===== config.mk =====
export PLATFORM = sky130hd
export DESIGN_NAME = rc4_prga
export DESIGN_NICKNAME = d
export VERILOG_FILES = /design/src/rtl/rc4_pkg.sv /design/src/rtl/rc4_prga.sv
export SDC_FILE = /design/constraint.sdc
export NUM_CORES = 1
export LEC_CHECK = 0
export BUFFER_PORTS_ARGS = -buffer_cell sky130_fd_sc_hd__buf_2
export CORE_MARGIN = 5
export CORE_UTILIZATION = 35
export DETAILED_ROUTE_END_ITERATION = 10
export PLACE_DENSITY = 0.5
export RECOVER_POWER = 50
export REMOVE_ABC_BUFFERS = 1
export SLEW_MARGIN = 20
export SYNTH_ARGS = -nofsm -noshare
export SYNTH_HDL_FRONTEND = slang
export SYNTH_SLANG_ARGS = --single-unit

===== constraint.sdc =====
create_clock -name clk -period 4.4 [get_ports clk]
set_input_delay 0.66 -clock clk [delete_from_list [all_inputs] [get_ports clk]]
set_output_delay 0.66 -clock clk [all_outputs]
set_load 0.05 [all_outputs]

===== src/rtl/rc4_pkg.sv =====
// Shared RC4 definitions: byte/message-index widths, default message length,
// and the PRGA state encoding. Also used by the key-scheduling block.
package rc4_pkg;

    localparam int unsigned BYTE_W      = 8;   // S-array entries, i, j, data bytes
    localparam int unsigned ADDR_W      = 5;   // message byte index k
    localparam int unsigned RC4_MSG_LEN = 32;  // default bytes per run
    localparam int unsigned BYTE_CYCLES = 12;  // clock cycles spent per message byte

    // One pass through SET_I..WR_D handles one message byte.
    typedef enum logic [3:0] {
        IDLE   = 4'd0,
        SET_I  = 4'd1,
        WAIT_I = 4'd2,
        GET_I  = 4'd3,
        SET_J  = 4'd4,
        WAIT_J = 4'd5,
        GET_J  = 4'd6,
        WR_I   = 4'd7,
        WR_J   = 4'd8,
        SET_F  = 4'd9,
        WAIT_F = 4'd10,
        GET_F  = 4'd11,
        WR_D   = 4'd12,
        DONE   = 4'd13
    } prga_state_t;

    // States in which the S-array swap is written back.
    function automatic logic is_s_write(input prga_state_t st);
        return (st == WR_I) || (st == WR_J);
    endfunction

    // States that present the S address of the current f lookup.
    function automatic logic is_f_read(input prga_state_t st);
        return (st == SET_F) || (st == WAIT_F) || (st == GET_F);
    endfunction

endpackage


===== src/rtl/rc4_prga.sv =====
// RC4 pseudo-random generation stage. Walks an already key-scheduled S array
// held in an external synchronous RAM, swaps S[i]/S[j] for every message byte,
// and writes keystream ^ ciphertext into the decrypted-message RAM.
//
// Ports:
//   clk            system clock, all state changes on the rising edge
//   reset          synchronous active-low reset
//   start_sig      level start request, held until prga_finished is seen
//   prga_finished  high while parked in DONE
//   s_address      S RAM address (read data returns one cycle later)
//   s_ram_in       S RAM write data
//   s_write_enable S RAM write strobe
//   s_ram_out      S RAM read data
//   rom_address    ciphertext ROM address (byte index k)
//   rom_out        ciphertext byte
//   d_address      plaintext RAM address
//   d_ram_in       plaintext byte
//   d_write_enable plaintext RAM write strobe
module rc4_prga
    import rc4_pkg::*;
#(
    parameter int unsigned MSG_LEN = RC4_MSG_LEN
) (
    input  logic              clk,
    input  logic              reset,
    input  logic              start_sig,
    output logic              prga_finished,
    output logic [BYTE_W-1:0] s_address,
    output logic [BYTE_W-1:0] s_ram_in,
    output logic              s_write_enable,
    input  logic [BYTE_W-1:0] s_ram_out,
    output logic [ADDR_W-1:0] rom_address,
    input  logic [BYTE_W-1:0] rom_out,
    output logic [ADDR_W-1:0] d_address,
    output logic [BYTE_W-1:0] d_ram_in,
    output logic              d_write_enable
);

    localparam logic [ADDR_W-1:0] LAST_K = ADDR_W'(MSG_LEN - 1);

    prga_state_t       state;
    logic [BYTE_W-1:0] i;
    logic [BYTE_W-1:0] j;
    logic [ADDR_W-1:0] k;
    logic [BYTE_W-1:0] si;
    logic [BYTE_W-1:0] sj;
    logic [BYTE_W-1:0] f;

    // Sequencer and datapath registers. All index arithmetic is 8-bit and
    // wraps naturally; the carry out of j and si+sj is simply dropped.
    always_ff @(posedge clk) begin
        if (!reset) begin
            state <= IDLE;
            i     <= '0;
            j     <= '0;
            k     <= '0;
            si    <= '0;
            sj    <= '0;
            f     <= '0;
        end else begin
            case (state)
                IDLE: begin
                    if (start_sig) begin
                        i     <= '0;
                        j     <= '0;
                        k     <= '0;
                        state <= SET_I;
                    end
                end
                SET_I: begin
                    i     <= i + BYTE_W'(1);
                    state <= WAIT_I;
                end
                WAIT_I: state <= GET_I;
                GET_I: begin
                    si    <= s_ram_out;
                    j     <= j + s_ram_out;
                    state <= SET_J;
                end
                SET_J:  state <= WAIT_J;
                WAIT_J: state <= GET_J;
                GET_J: begin
                    sj    <= s_ram_out;
                    state <= WR_I;
                end
                WR_I:   state <= WR_J;
                WR_J:   state <= SET_F;
                SET_F:  state <= WAIT_F;
                WAIT_F: state <= GET_F;
                GET_F: begin
                    f     <= s_ram_out;
                    state <= WR_D;
                end
                WR_D: begin
                    if (k == LAST_K) begin
                        state <= DONE;
                    end else begin
                        k     <= k + ADDR_W'(1);
                        state <= SET_I;
                    end
                end
                DONE: begin
                    // Controller keeps start_sig high until it sees completion.
                    if (!start_sig) begin
                        state <= IDLE;
                    end
                end
                default: state <= IDLE;
            endcase
        end
    end

    // Moore output decode: strobes depend on state only, addresses on state
    // plus registered indices. The address is held through the wait state so
    // the RAM read data is valid when the GET state captures it.
    always_comb begin
        prga_finished  = 1'b0;
        s_address      = '0;
        s_ram_in       = '0;
        s_write_enable = 1'b0;
        rom_address    = '0;
        d_address      = '0;
        d_ram_in       = '0;
        d_write_enable = 1'b0;

        if (state != IDLE && state != DONE) begin
            rom_address = k;
        end

        case (state)
            // i is incremented on this edge, so present the new value early.
            SET_I:          s_address = i + BYTE_W'(1);
            WAIT_I, GET_I:  s_address = i;
            SET_J, WAIT_J,
            GET_J:          s_address = j;
            WR_I: begin
                s_address = i;
                s_ram_in  = sj;
            end
            // When i == j this second write lands on the same entry and
            // leaves si there, matching a swap of an entry with itself.
            WR_J: begin
                s_address = j;
                s_ram_in  = si;
            end
            WR_D: begin
                d_address = k;
                d_ram_in  = f ^ rom_out;
            end
            DONE:    prga_finished = 1'b1;
            default: ;
        endcase

        if (is_f_read(state)) begin
            s_address = si + sj;
        end

        s_write_enable = is_s_write(state);
        d_write_enable = (state == WR_D);
    end

endmodule


# Word level (Yosys, flattened, before mapping)
# Cells that the tools add are included.
dict set report classes {
  addsub 4
  n_mux 17
  reduce_logical 15
  n_bitwise 1
  n_eq_ne 18
}
# cell n
set op_table {}
lappend op_table {{$pmux W4 S14} 1}
lappend op_table {{$pmux W8 S2} 3}
lappend op_table {{$eq A4 B4 Y1 const B} 6}
lappend op_table {{$mux W8} 3}
lappend op_table {{$pmux W8 S3} 1}
lappend op_table {{$mux W5} 4}
lappend op_table {{$add A8 B8 Y8} 2}
lappend op_table {{$eq A4 B3 Y1 const B} 4}
lappend op_table {{$mux W4} 3}
lappend op_table {{$pmux W5 S2} 1}
lappend op_table {{$add A8 B1 Y8 const B} 1}
lappend op_table {{$eq A4 B2 Y1 const B} 2}
lappend op_table {{$xor A8 B8 Y8} 1}
lappend op_table {{$ne A2 B2 Y1 const B} 3}
lappend op_table {{$reduce_and A2 Y1} 3}
lappend op_table {{$reduce_bool A2 Y1} 3}
lappend op_table {{$add A5 B1 Y5 const B} 1}
lappend op_table {{$eq A5 B5 Y1 const B} 1}
lappend op_table {{$eq A4 B1 Y1 const B} 1}
lappend op_table {{$logic_not A4 Y1} 1}
lappend op_table {{$ne A4 B4 Y1 const B} 1}
lappend op_table {{$reduce_bool A4 Y1} 1}
lappend op_table {{$reduce_or A4 Y1} 1}
lappend op_table {{$logic_or A1 B1 Y1} 3}
lappend op_table {{4 further kinds} 4}
dict set report word_totals {
  elab_cells 62
  output_inout_bits 37
  reg_bits 49
}

# Depth between registers and ports, before layout
# Gate-level depths: netlist of the first run.
dict set report logic_depth {
  depth_word 4
  mapped_depth 8
}

# Worst setup path before layout of the first run
# Ideal clock, no wire load.
dict set report synth_path {
  kind {flip-flop to output port}
  start {reg si[5]}
  end {out s_address[7]}
  n_path_buf 0
  t_required_ns 3.740
  stages_incl_launch_ff 7
  path_slack_ns 1.287
  arrival_time_ns 2.453
  cell_sequence {dfxtp_1 > ha_1 > a21o_1 > a221oi_1 > o21ai_0 > xnor2_1 > o21ai_0}
}
dict set report synth_between {
  elab_chain_len 2
}
# item line
set synth_rtl {}
lappend synth_rtl {{start: declaration} rc4_prga.sv:45} ;# logic [BYTE_W-1:0] si;
lappend synth_rtl {{start signal: assignment} rc4_prga.sv:76} ;# si <= s_ram_out;
lappend synth_rtl {{$add A8 B8 Y8} rc4_prga.sv:155} ;# s_address = si + sj;
lappend synth_rtl {{$mux W8} rc4_prga.sv:154} ;# if (is_f_read(state)) begin
lappend synth_rtl {{end: declaration} rc4_prga.sv:28} ;# output logic [BYTE_W-1:0] s_address,
# Every way passes these cells.

# Worst setup path after layout of the first run
dict set report layout_path {
  start {reg state[0]}
  end {reg j[3]}
}
dict set report layout_between {
  elab_chain_len 3
}
# item line
set layout_rtl {}
lappend layout_rtl {{start: declaration} rc4_prga.sv:41} ;# prga_state_t state;
lappend layout_rtl {{start signal: assignment} rc4_prga.sv:53} ;# state <= IDLE;
lappend layout_rtl {{start signal: assignment} rc4_prga.sv:67} ;# state <= SET_I;
lappend layout_rtl {{start signal: assignment} rc4_prga.sv:72} ;# state <= WAIT_I;
lappend layout_rtl {{$eq A4 B2 Y1 or $logic_not A4 Y1 (tied branches)} rc4_prga.sv:61} ;# case (state)
lappend layout_rtl {{$reduce_bool A2 Y1 (no line) or $ne A2 B2 Y1 (tied branches)} n/a}
lappend layout_rtl {{$reduce_and A2 Y1 (no line)} n/a}
lappend layout_rtl {{end signal: assignment} rc4_prga.sv:77} ;# j <= j + s_ram_out;
lappend layout_rtl {{end: declaration} rc4_prga.sv:43} ;# logic [BYTE_W-1:0] j;
# Several ways; a longest one is shown, not always the timed one.
# A chain may end at the register's enable or synchronous reset.

==> results of run 1 <==
[per-stage QoR]
stage	util [%]	hold slack [ps]
after global placement	39.5	471
after global routing	40.5	526
final	40.5	488
after detailed placement	39.5	477
after CTS	40.6	491
after floorplan	-	456
[path summary, 6_finish.rpt]
path / startpoint / end / slack [ps]
setup / recovery: state[0] / j[3] / 1090
hold / removal: f[4] / f[4] / 490
setup reg to reg: state[0] / j[3] / 1090
hold reg to reg: f[4] / f[4] / 490
[worst reg2reg max path: stages (launching register included)]
cell	delay, ps
dfxtp_1	800
nand2_1	240
nor3_1	1540
o21ai_0	300
o21ai_0	240
and2_1	140
[cell families (layout without fill, tap and decap cells)]
family	count (synthesis)	in the layout
fa+ha+maj	19	19
mux	4	4
simple gates	176	176
buf+inv	26	71
flops	49	49
xor+xnor	19	19
compound gates	117	117
[routing by layer]
layer / vias to the layer above / share of wire [%] / wire (µm)
met4: 0 / 0.94 / 85
met5: - / 0 / 0
met2: 45 / 45 / 4050
li1: 1554 / - / -
met1: 1410 / 51 / 4590
met3: 8 / 3.0 / 266
[report_power, final]
group / internal (mW) / leakage [nW] / switching (mW) / total, mW
Combinational: 0.0513 / 1.04 / 0.0845 / 0.136
Sequential: 0.452 / 0.395 / 0.0226 / 0.474
Clock: 0.131 / 0.0518 / 0.167 / 0.298
Total: 0.634 / 1.49 / 0.274 / 0.908
[cell usage in the layout, fill, tap and decap left out, types with 3 or more instances in the layout]
cell type and n:
nand2_1 76, buf_2 54, dfxtp_1 49, a21boi_0 33
nor2_1 24, o21ai_0 17, ha_1 17, nand3_1 13
nor2b_1 13, a21oi_1 11, xnor2_1 11, and2_1 10
nor3_1 8, a22o_1 8, xor2_1 8, inv_1 7
o211ai_1 7, nand4_1 6, clkbuf_8 6, and3_1 5
o21a_1 5, nand2b_1 4, a21o_1 4, a221oi_1 4
a211oi_1 4, nand3b_1 4, or3_1 3, o21ai_1 3
mux2i_1 3, a22oi_1 3
[registers in the layout (all words and copies together) (netlist names)]
| signal | cells |
|---|---|
| k | 5 |
| j | 8 |
| state | 4 |
| sj | 8 |
| f | 8 |
| si | 8 |
| i | 8 |
[area by class of cell]
type,instances,area share (%)
tap,129,4.31
clock buffer,6,2.21
timing repair buffer,56,7.53
clock inverter,2,0.468
multi-input combinational,335,58.6
sequential,49,26.2
inverter,7,0.702
==> impl_results.md, run 1 <==
* Vias/cell at 5.17
* Synth Area in Compound Gates at 25.6%
* Die area at 11500 µm²
* Num CTS Buffers at 5
* Syn avg cell area at 8.07 µm²
* Top area cells in the synthesized netlist: dfxtp_1 30%, nand2_1 8.6%, a21boi_0 7.3%
* WL final at 9000 µm
* Asr flop ratio synth at 0%
* Area occupied by multi-input gates at 2190 µm²
* Die Ht at 107 µm
* Post-DP HPWL at 6690 µm
* Clock transition at path regs at 100 ps
* Layout area overhead at 13.1%
* Leak at 1.49 nW
* Cells after synthesis at 410
* Outcome: finished, violations left
* Worst endpoint data arrival time at 3550 ps
* Port Buffers at 55
* CTS H-tree depth at 2
* Largest family of logic cells by synthesized area: simple AND/OR/NAND/NOR gates
* Final Max Slew Viols at 72
* Slowest stage cell, crit path: nor3_1
* Post-synthesis adder-cell area fraction at 7.64%
* GR met2 Demand/Resource at 25.1%
* Final GP Congestion at 0.823
* Startpoint Class: flip-flop
* Post-route insts no fill at 584
* Worst-margin pin slew at 2020 ps
* Final setup violation count at 0
* Fin crit period at 3310 ps
* Worst-path fanout max at 20
* Final setup TNS at 0 ps
* Vias at 3017
* Proportion of synthesized area in mux cells at 1.25%
* Max incr delay on CP at 1540 ps
* Commonest cells in the netlist: 76 x nand2_1, 49 x dfxtp_1, 32 x a21boi_0
* Die Width at 107 µm
* Hold buffer count at cts at 0
* Placement Setup Slack at 1570 ps
* Post-synthesis sequential area ratio at 29.7%
* Top cell by count, worst path: o21ai_0
* Largest vdd supply drop at 112 µV
* Setup Skew at 7.10 ps
* Yosys warns at 0
* Area of the core at 9240 µm²
* Met3 usage at 2.71%
* Setup slack after layout at 1090 ps
* #FFs+latches synth at 49
* Cell Area, Synth at 3310 µm²
* Setup crit end kind: flip-flop
* Worst-Skew Late Latency at 300 ps
* Met1 usage at 22.7%
* Largest net degree at the start of global routing at 54
* Clk root buf: clkbuf_8
* Main synth FF type: dfxtp_1
* Pwr/cell area at 243 nW/µm²
* Number of synthesized flops with an enable pin at 0
* Remaining antenna violation count at 0
* CP bufs+invs at 0
* 1st-iter DRT viols at 80
* Worst path depth at 5
* Total GRT Usage at 15.9%
* RSZ-0062 raised after global routing: no
* CP Data Required Time at 4640 ps
* WHS Path Cells at 2
* CTS-repair resized insts at 0
* Maximum buffer depth of the clock tree at 2
* Register area at 981 µm²
* Post-synth top area share at 29.7%
* Max frequency at 302 MHz
* Violated checks: capacitance limit, slew limit
* First-pass GRT wire length at 14700 µm
* Remaining DRCs at 0
* Kind of critical path: flip-flop to flip-flop
* Xor/xnor cell area share of the yosys netlist at 5.03%
* Total power at 0.908 mW
* Layout cell share with drive strength beyond 1 at 15.8%
* Slew HR at -34.8%
* WL per Instance at 15.4 µm
* Initial antenna violation count at 0
* MaxCap Viol Count at 2
* Worst path cell trace: nand2_1, nor3_1, o21ai_0, o21ai_0, and2_1
* Placed Instances at 576
* Initial Util at 35.8%
* Clock sinks at 49
* Most numerous cell in the Yosys netlist: nand2_1
* Hold Vio Cnt, Final at 0
* Pre-antenna DRT Iters at 4
* Synth cell types at 59
* Hold WC Path Type: flip-flop to flip-flop
* Post-Synth Simple-Gate Area at 27.0%
* Final Cycle Share at 75.1%
* Worst r2r path cells at 5
* Grt ovf at 0
* Post-route cell area at 3740 µm²
* Critical path's top delay family: simple AND/OR/NAND/NOR gates
* Leading area contributor after synthesis: dfxtp_1
* Grt peak-use layer: met2
* Io pins at 56
* TritonCTS clock tree: yes
* Vias in the first global route at 2867
* Antenna cell count at 0
* Placed Instance Area at 3650 µm²
* Nets at 492
* Num rows at 35
* Filler instances at 987
* Post-CTS Setup Repair Bufs at 0
Note: power is estimated with default switching activity, not from simulation.
==> run 2, diff against run 1 <==
Clock period 4.4 ns to 3.13 ns, I/O delays scaled along.
==> impl_results.md, run 2 (synthesized netlist as in run 1, its figures left out) <==
* Register area at 981 µm² (unchanged)
* Worst endpoint data arrival time at 2390 ps (was 3550 ps)
* WL final at 8870 µm (was 9000 µm)
* Maximum buffer depth of the clock tree at 2 (unchanged)
* Clock sinks at 49 (unchanged)
* Placed Instance Area at 3680 µm² (was 3650 µm²)
* Commonest non-fill, non-tap cell in the layout: nand2_1 (unchanged)
* Min-delay src: s_ram_out[5] (was f[4])
* Kind of critical path: flip-flop to primary output (was flip-flop to flip-flop)
* Startpoint Class: flip-flop (unchanged)
* Layout cell share with drive strength beyond 1 at 15.9% (was 15.8%)
* Worst r2r path cells at 5 (unchanged)
* Post-CTS Setup Repair Bufs at 0 (unchanged)
* Leak at 1.50 nW (was 1.49 nW)
* Nets at 496 (was 492)
* TritonCTS clock tree: yes (unchanged)
* MaxCap Viol Count at 0 (was 2)
* Num rows at 35 (unchanged)
* P_sw at 0.371 mW (was 0.274 mW)
* Hold Path Sink: f[5] (was f[4])
* Net Sw Frac at 30.1% (was 30.2%)
* RSZ-0062 raised after global routing: no (unchanged)
* Grt ovf at 0 (unchanged)
* R2R setup slack at 580 ps (was 1090 ps)
* Area occupied by multi-input gates at 2180 µm² (was 2190 µm²)
* WL per Instance at 15.1 µm (was 15.4 µm)
* Vias in the first global route at 2918 (was 2867)
* WHS Path Cells at 3 (was 2)
* Die Ht at 107 µm (unchanged)
* Pre-antenna DRT Iters at 4 (unchanged)
* Clock share of power at 30.5% (was 32.8%)
* Remaining antenna violation count at 0 (unchanged)
* Final Max Slew Viols at 0 (was 72)
* Num CTS Buffers at 5 (unchanged)
* Worst-path fanout max at 3 (was 20)
* Hold buffer count at cts at 0 (unchanged)
* Port Buffers at 55 (unchanged)
* Initial antenna violation count at 0 (unchanged)
* Final GP Congestion at 0.841 (was 0.823)
* Comb pwr share at 15.9% (was 15.0%)
* Die Width at 107 µm (unchanged)
* Setup crit end kind: primary output (was flip-flop)
* CP Data Required Time at 2660 ps (was 4640 ps)
* CTS H-tree depth at 2 (unchanged)
* Vias/cell at 5.13 (was 5.17)
* Total GRT Usage at 16.2% (was 15.9%)
* Slew HR at 19.7% (was -34.8%)
* Largest net degree at the start of global routing at 54 (unchanged)
* Initial Util at 35.8% (unchanged)
* CTS-repair resized insts at 0 (unchanged)
* Antenna cell count at 0 (unchanged)
* Hold Vio Cnt, Final at 0 (unchanged)
* Clock transition at path regs at 90 ps (was 100 ps)
* Io pins at 56 (unchanged)
* Most frequent cells in the layout: 76 x nand2_1, 54 x buf_2, 49 x dfxtp_1 (unchanged)
* Post-route cell area at 3750 µm² (was 3740 µm²)
* Reg-to-Reg End: j[3] (unchanged)
* First-pass GRT wire length at 14900 µm (was 14700 µm)
* Max frequency at 350 MHz
* Reg power frac at 53.6% (was 52.2%)
* Area of the core at 9240 µm² (unchanged)
* Die area at 11500 µm² (unchanged)
* Pwr/cell area at 329 nW/µm² (was 243 nW/µm²)
* Layout area overhead at 13.3% (was 13.1%)
* Post-DP HPWL at 6680 µm (was 6690 µm)
* Vias at 3013 (was 3017)
* Final setup TNS at 0 ps (unchanged)
* 1st-iter DRT viols at 114 (was 80)
* Crit Reg-Reg Startpoint: state[1] (was state[0])
* Int Pwr at 0.861 mW (was 0.634 mW)
* Largest vdd supply drop at 144 µV (was 112 µV)
* Final core utilization at 40.6% (was 40.5%)
* Hold WC Path Type: primary input to flip-flop (was flip-flop to flip-flop)
* Worst-margin pin slew at 1200 ps (was 2020 ps)
* Clk root buf: clkbuf_8 (unchanged)
* Setup Skew at 5.96 ps (was 7.10 ps)
* Final Cycle Share at 91.4%
* Worst-Skew Late Latency at 300 ps (about the same)
* Outcome: finished clean (was finished, violations left)
* Final setup violation count at 0 (unchanged)
* Filler instances at 981 (was 987)
* Fin crit period at 2860 ps
* Remaining DRCs at 0 (unchanged)
## run 2: final cells by class
class | instances | share of cell area [%]
Clock buffer | 5 | 1.84
Timing Repair Buffer | 60 | 8.31
Inverter | 7 | 0.701
Sequential cell | 49 | 26.2
Multi-Input combinational cell | 335 | 58.2
Clock inverter | 2 | 0.434
Tap cell | 129 | 4.31
## run 2: how the worst max path moves through the flow
stage          slack [ps]            to  start
2_1_floorplan         210  s_address[7]  si[5]
5_1_grt                80  s_address[6]  sj[0]
6_report              270  s_address[6]  sj[0]
3_5_place_dp          620  s_address[6]  sj[0]
3_3_place_gp          640  s_address[6]  si[0]
4_1_cts               270  s_address[6]  sj[0]
## run 2: through the flow
step	std cells	setup WS [ps]	hold slack, ps	power, mW
final	587	270	458	1.23
after global routing	587	75.2	451	1.31
after CTS	587	265	449	1.26
after detailed placement	580	625	479	0.877
after global placement	580	644	473	0.877
after floorplan	391	208	456	0.800
## run 2: critical path, stage by stage (launching register included)
cell,delay [ps]
dfxtp_1,380
ha_1,180
inv_1,60
fa_1,390
nor2b_1,160
o31a_1,200
o211ai_1,100
o41a_1,130
o211ai_1,190
buf_2,300
## run 2: routing by layer
metal  routed length (µm)  track usage (%)  vias to the layer above
met3                  364             2.65                        4
li1                     -                -                     1555
met4                   63             3.84                        0
met5                    0                0                        -
met1                 4330             22.5                     1403
met2                 4110             26.1                       51
## run 2: power groups by stage
stage,combinational (mW),sequential [mW],clock (mW)
finish,0.196,0.661,0.376
floorplan,0.127,0.673,0
global placement,0.202,0.675,0
CTS,0.202,0.661,0.399
detailed placement,0.201,0.676,0
global route,0.221,0.665,0.423
==> run 3, diff against run 2 <==
Settings changed: GPL_TIMING_DRIVEN set to 0, REMOVE_ABC_BUFFERS 1 to unset.
==> impl_results.md, run 3 (synthesized netlist as in run 1, its figures left out) <==
* CTS-repair resized insts at 0 (unchanged)
* WL per Instance at 16.1 µm (was 15.1 µm)
* Initial antenna violation count at 0 (unchanged)
* First-pass GRT wire length at 15700 µm (was 14900 µm)
* Area of the core at 9240 µm² (unchanged)
* Hold WC Path Type: primary input to flip-flop (unchanged)
* Die Ht at 107 µm (unchanged)
* Final core utilization at 41.6% (was 40.6%)
* Die Width at 107 µm (unchanged)
* Final Max Slew Viols at 0 (unchanged)
* Outcome: finished clean (unchanged)
* Most frequent cells in the layout: 76 x nand2_1, 58 x buf_2, 49 x dfxtp_1 (was 76 x nand2_1, 54 x buf_2, 49 x dfxtp_1)
* Pwr/cell area at 371 nW/µm² (was 329 nW/µm²)
* CTS H-tree depth at 2 (unchanged)
* Nets at 509 (was 496)
* Post-route cell area at 3840 µm² (was 3750 µm²)
* Slew HR at 39.5% (was 19.7%)
* Largest vdd supply drop at 189 µV (was 144 µV)
* Die area at 11500 µm² (unchanged)
* Final setup TNS at 0 ps (unchanged)
* Final Cycle Share at 94.5% (was 91.4%)
* Vias in the first global route at 3056 (was 2918)
* Fin crit period at 2960 ps (was 2860 ps)
* Total GRT Usage at 17.0% (was 16.2%)
* Worst endpoint data arrival time at 2490 ps (was 2390 ps)
* WL final at 9670 µm (was 8870 µm)
* Worst-Skew Late Latency at 310 ps (was 300 ps)
* Initial Util at 35.8% (unchanged)
* Clk root buf: clkbuf_8 (unchanged)
* Setup crit end kind: primary output (unchanged)
* Num rows at 35 (unchanged)
* Clock transition at path regs at 100 ps (was 90 ps)
* Startpoint Class: flip-flop (unchanged)
* Hold Vio Cnt, Final at 0 (unchanged)
* Antenna cell count at 0 (unchanged)
* Leak at 1.55 nW (was 1.50 nW)
* Layout cell share with drive strength beyond 1 at 16.3% (was 15.9%)
* Worst-margin pin slew at 900 ps (was 1200 ps)
* RSZ-0062 raised after global routing: no (unchanged)
* Remaining DRCs at 0 (unchanged)
* Worst-path fanout max at 3 (unchanged)
* Num CTS Buffers at 5 (unchanged)
* Kind of critical path: flip-flop to primary output (unchanged)
* Layout area overhead at 16.2% (was 13.3%)
* Vias/cell at 5.24 (was 5.13)
* Grt ovf at 0 (unchanged)
* Final GP Congestion at 0.801 (was 0.841)
* Setup Skew at 14.4 ps (was 5.96 ps)
* Max frequency at 338 MHz (was 350 MHz)
* Maximum buffer depth of the clock tree at 2 (unchanged)
* Placed Instance Area at 3740 µm² (was 3680 µm²)
* Post-CTS Setup Repair Bufs at 0 (unchanged)
* Total power at 1.43 mW (was 1.23 mW)
* Commonest non-fill, non-tap cell in the layout: nand2_1 (unchanged)
* Filler instances at 961 (was 981)
* Largest net degree at the start of global routing at 16 (was 54)
* Clock sinks at 49 (unchanged)
* Io pins at 56 (unchanged)
* Pre-antenna DRT Iters at 4 (unchanged)
* R2R setup slack at 930 ps (was 580 ps)
* Vias at 3152 (was 3013)
* Port Buffers at 54 (was 55)
* Remaining antenna violation count at 0 (unchanged)
* CP Data Required Time at 2660 ps (about the same)
* TritonCTS clock tree: yes (unchanged)
* Final setup violation count at 0 (unchanged)
* WHS at 452 ps (was 458 ps)
* Post-DP HPWL at 7350 µm (was 6680 µm)
* Hold buffer count at cts at 0 (unchanged)
* MaxCap Viol Count at 0 (unchanged)
* 1st-iter DRT viols at 156 (was 114)
* Mapped Nets at 448
-- run 3: final cells by class --
cell class	instances	area, µm²	share of cell area [%]
timing repair buffer	54	270	7.03
clock inverter	3	65.1	1.69
multi-input combinational	335	2180	56.6
buffer	19	95.1	2.47
inverter	7	26.3	0.684
sequential	49	981	25.5
clock buffer	5	68.8	1.79
tap	129	161	4.20
-- run 3: metrics by stage --
step                setup slack [ps]  std cells
detailed placement               565        593
finish                           172        601
global route                    49.5        601
CTS                              195        601
global placement                 541        593
floorplan                        208        410
-- run 3: power by group --
part / internal, mW / leakage (nW) / total [mW] / switching [mW]
combinational: 0.0760 / 1.08 / 0.229 / 0.153
sequential: 0.635 / 0.395 / 0.644 / 0.00939
clock: 0.318 / 0.0681 / 0.555 / 0.237
-- run 3: metal layers --
layer | vias up | routed length, µm | GRT usage, %
met3 | 10 | 546 | 2.53
li1 | 1589 | - | -
met1 | 1476 | 4610 | 23.7
met4 | 0 | 123 | 3.65
met2 | 77 | 4390 | 27.8
met5 | - | 0 | 0
-- run 3: final timing paths --
kind / from / cells after the start / to
min: s_ram_out[4] / 3 / sj[4]
min reg2reg: f[6] / 2 / f[6]
max reg2reg: state[1] / 6 / j[5]
max: sj[0] / 9 / s_address[6]
-- run 3: worst max-delay path: stages, from the launching register on --
cell and delay [ps]:
dfxtp_1 390, ha_1 180, inv_1 50, fa_1 390, nor2b_1 180, o31a_1 200
o211ai_1 100, o41a_1 140, o211ai_1 230, buf_2 310
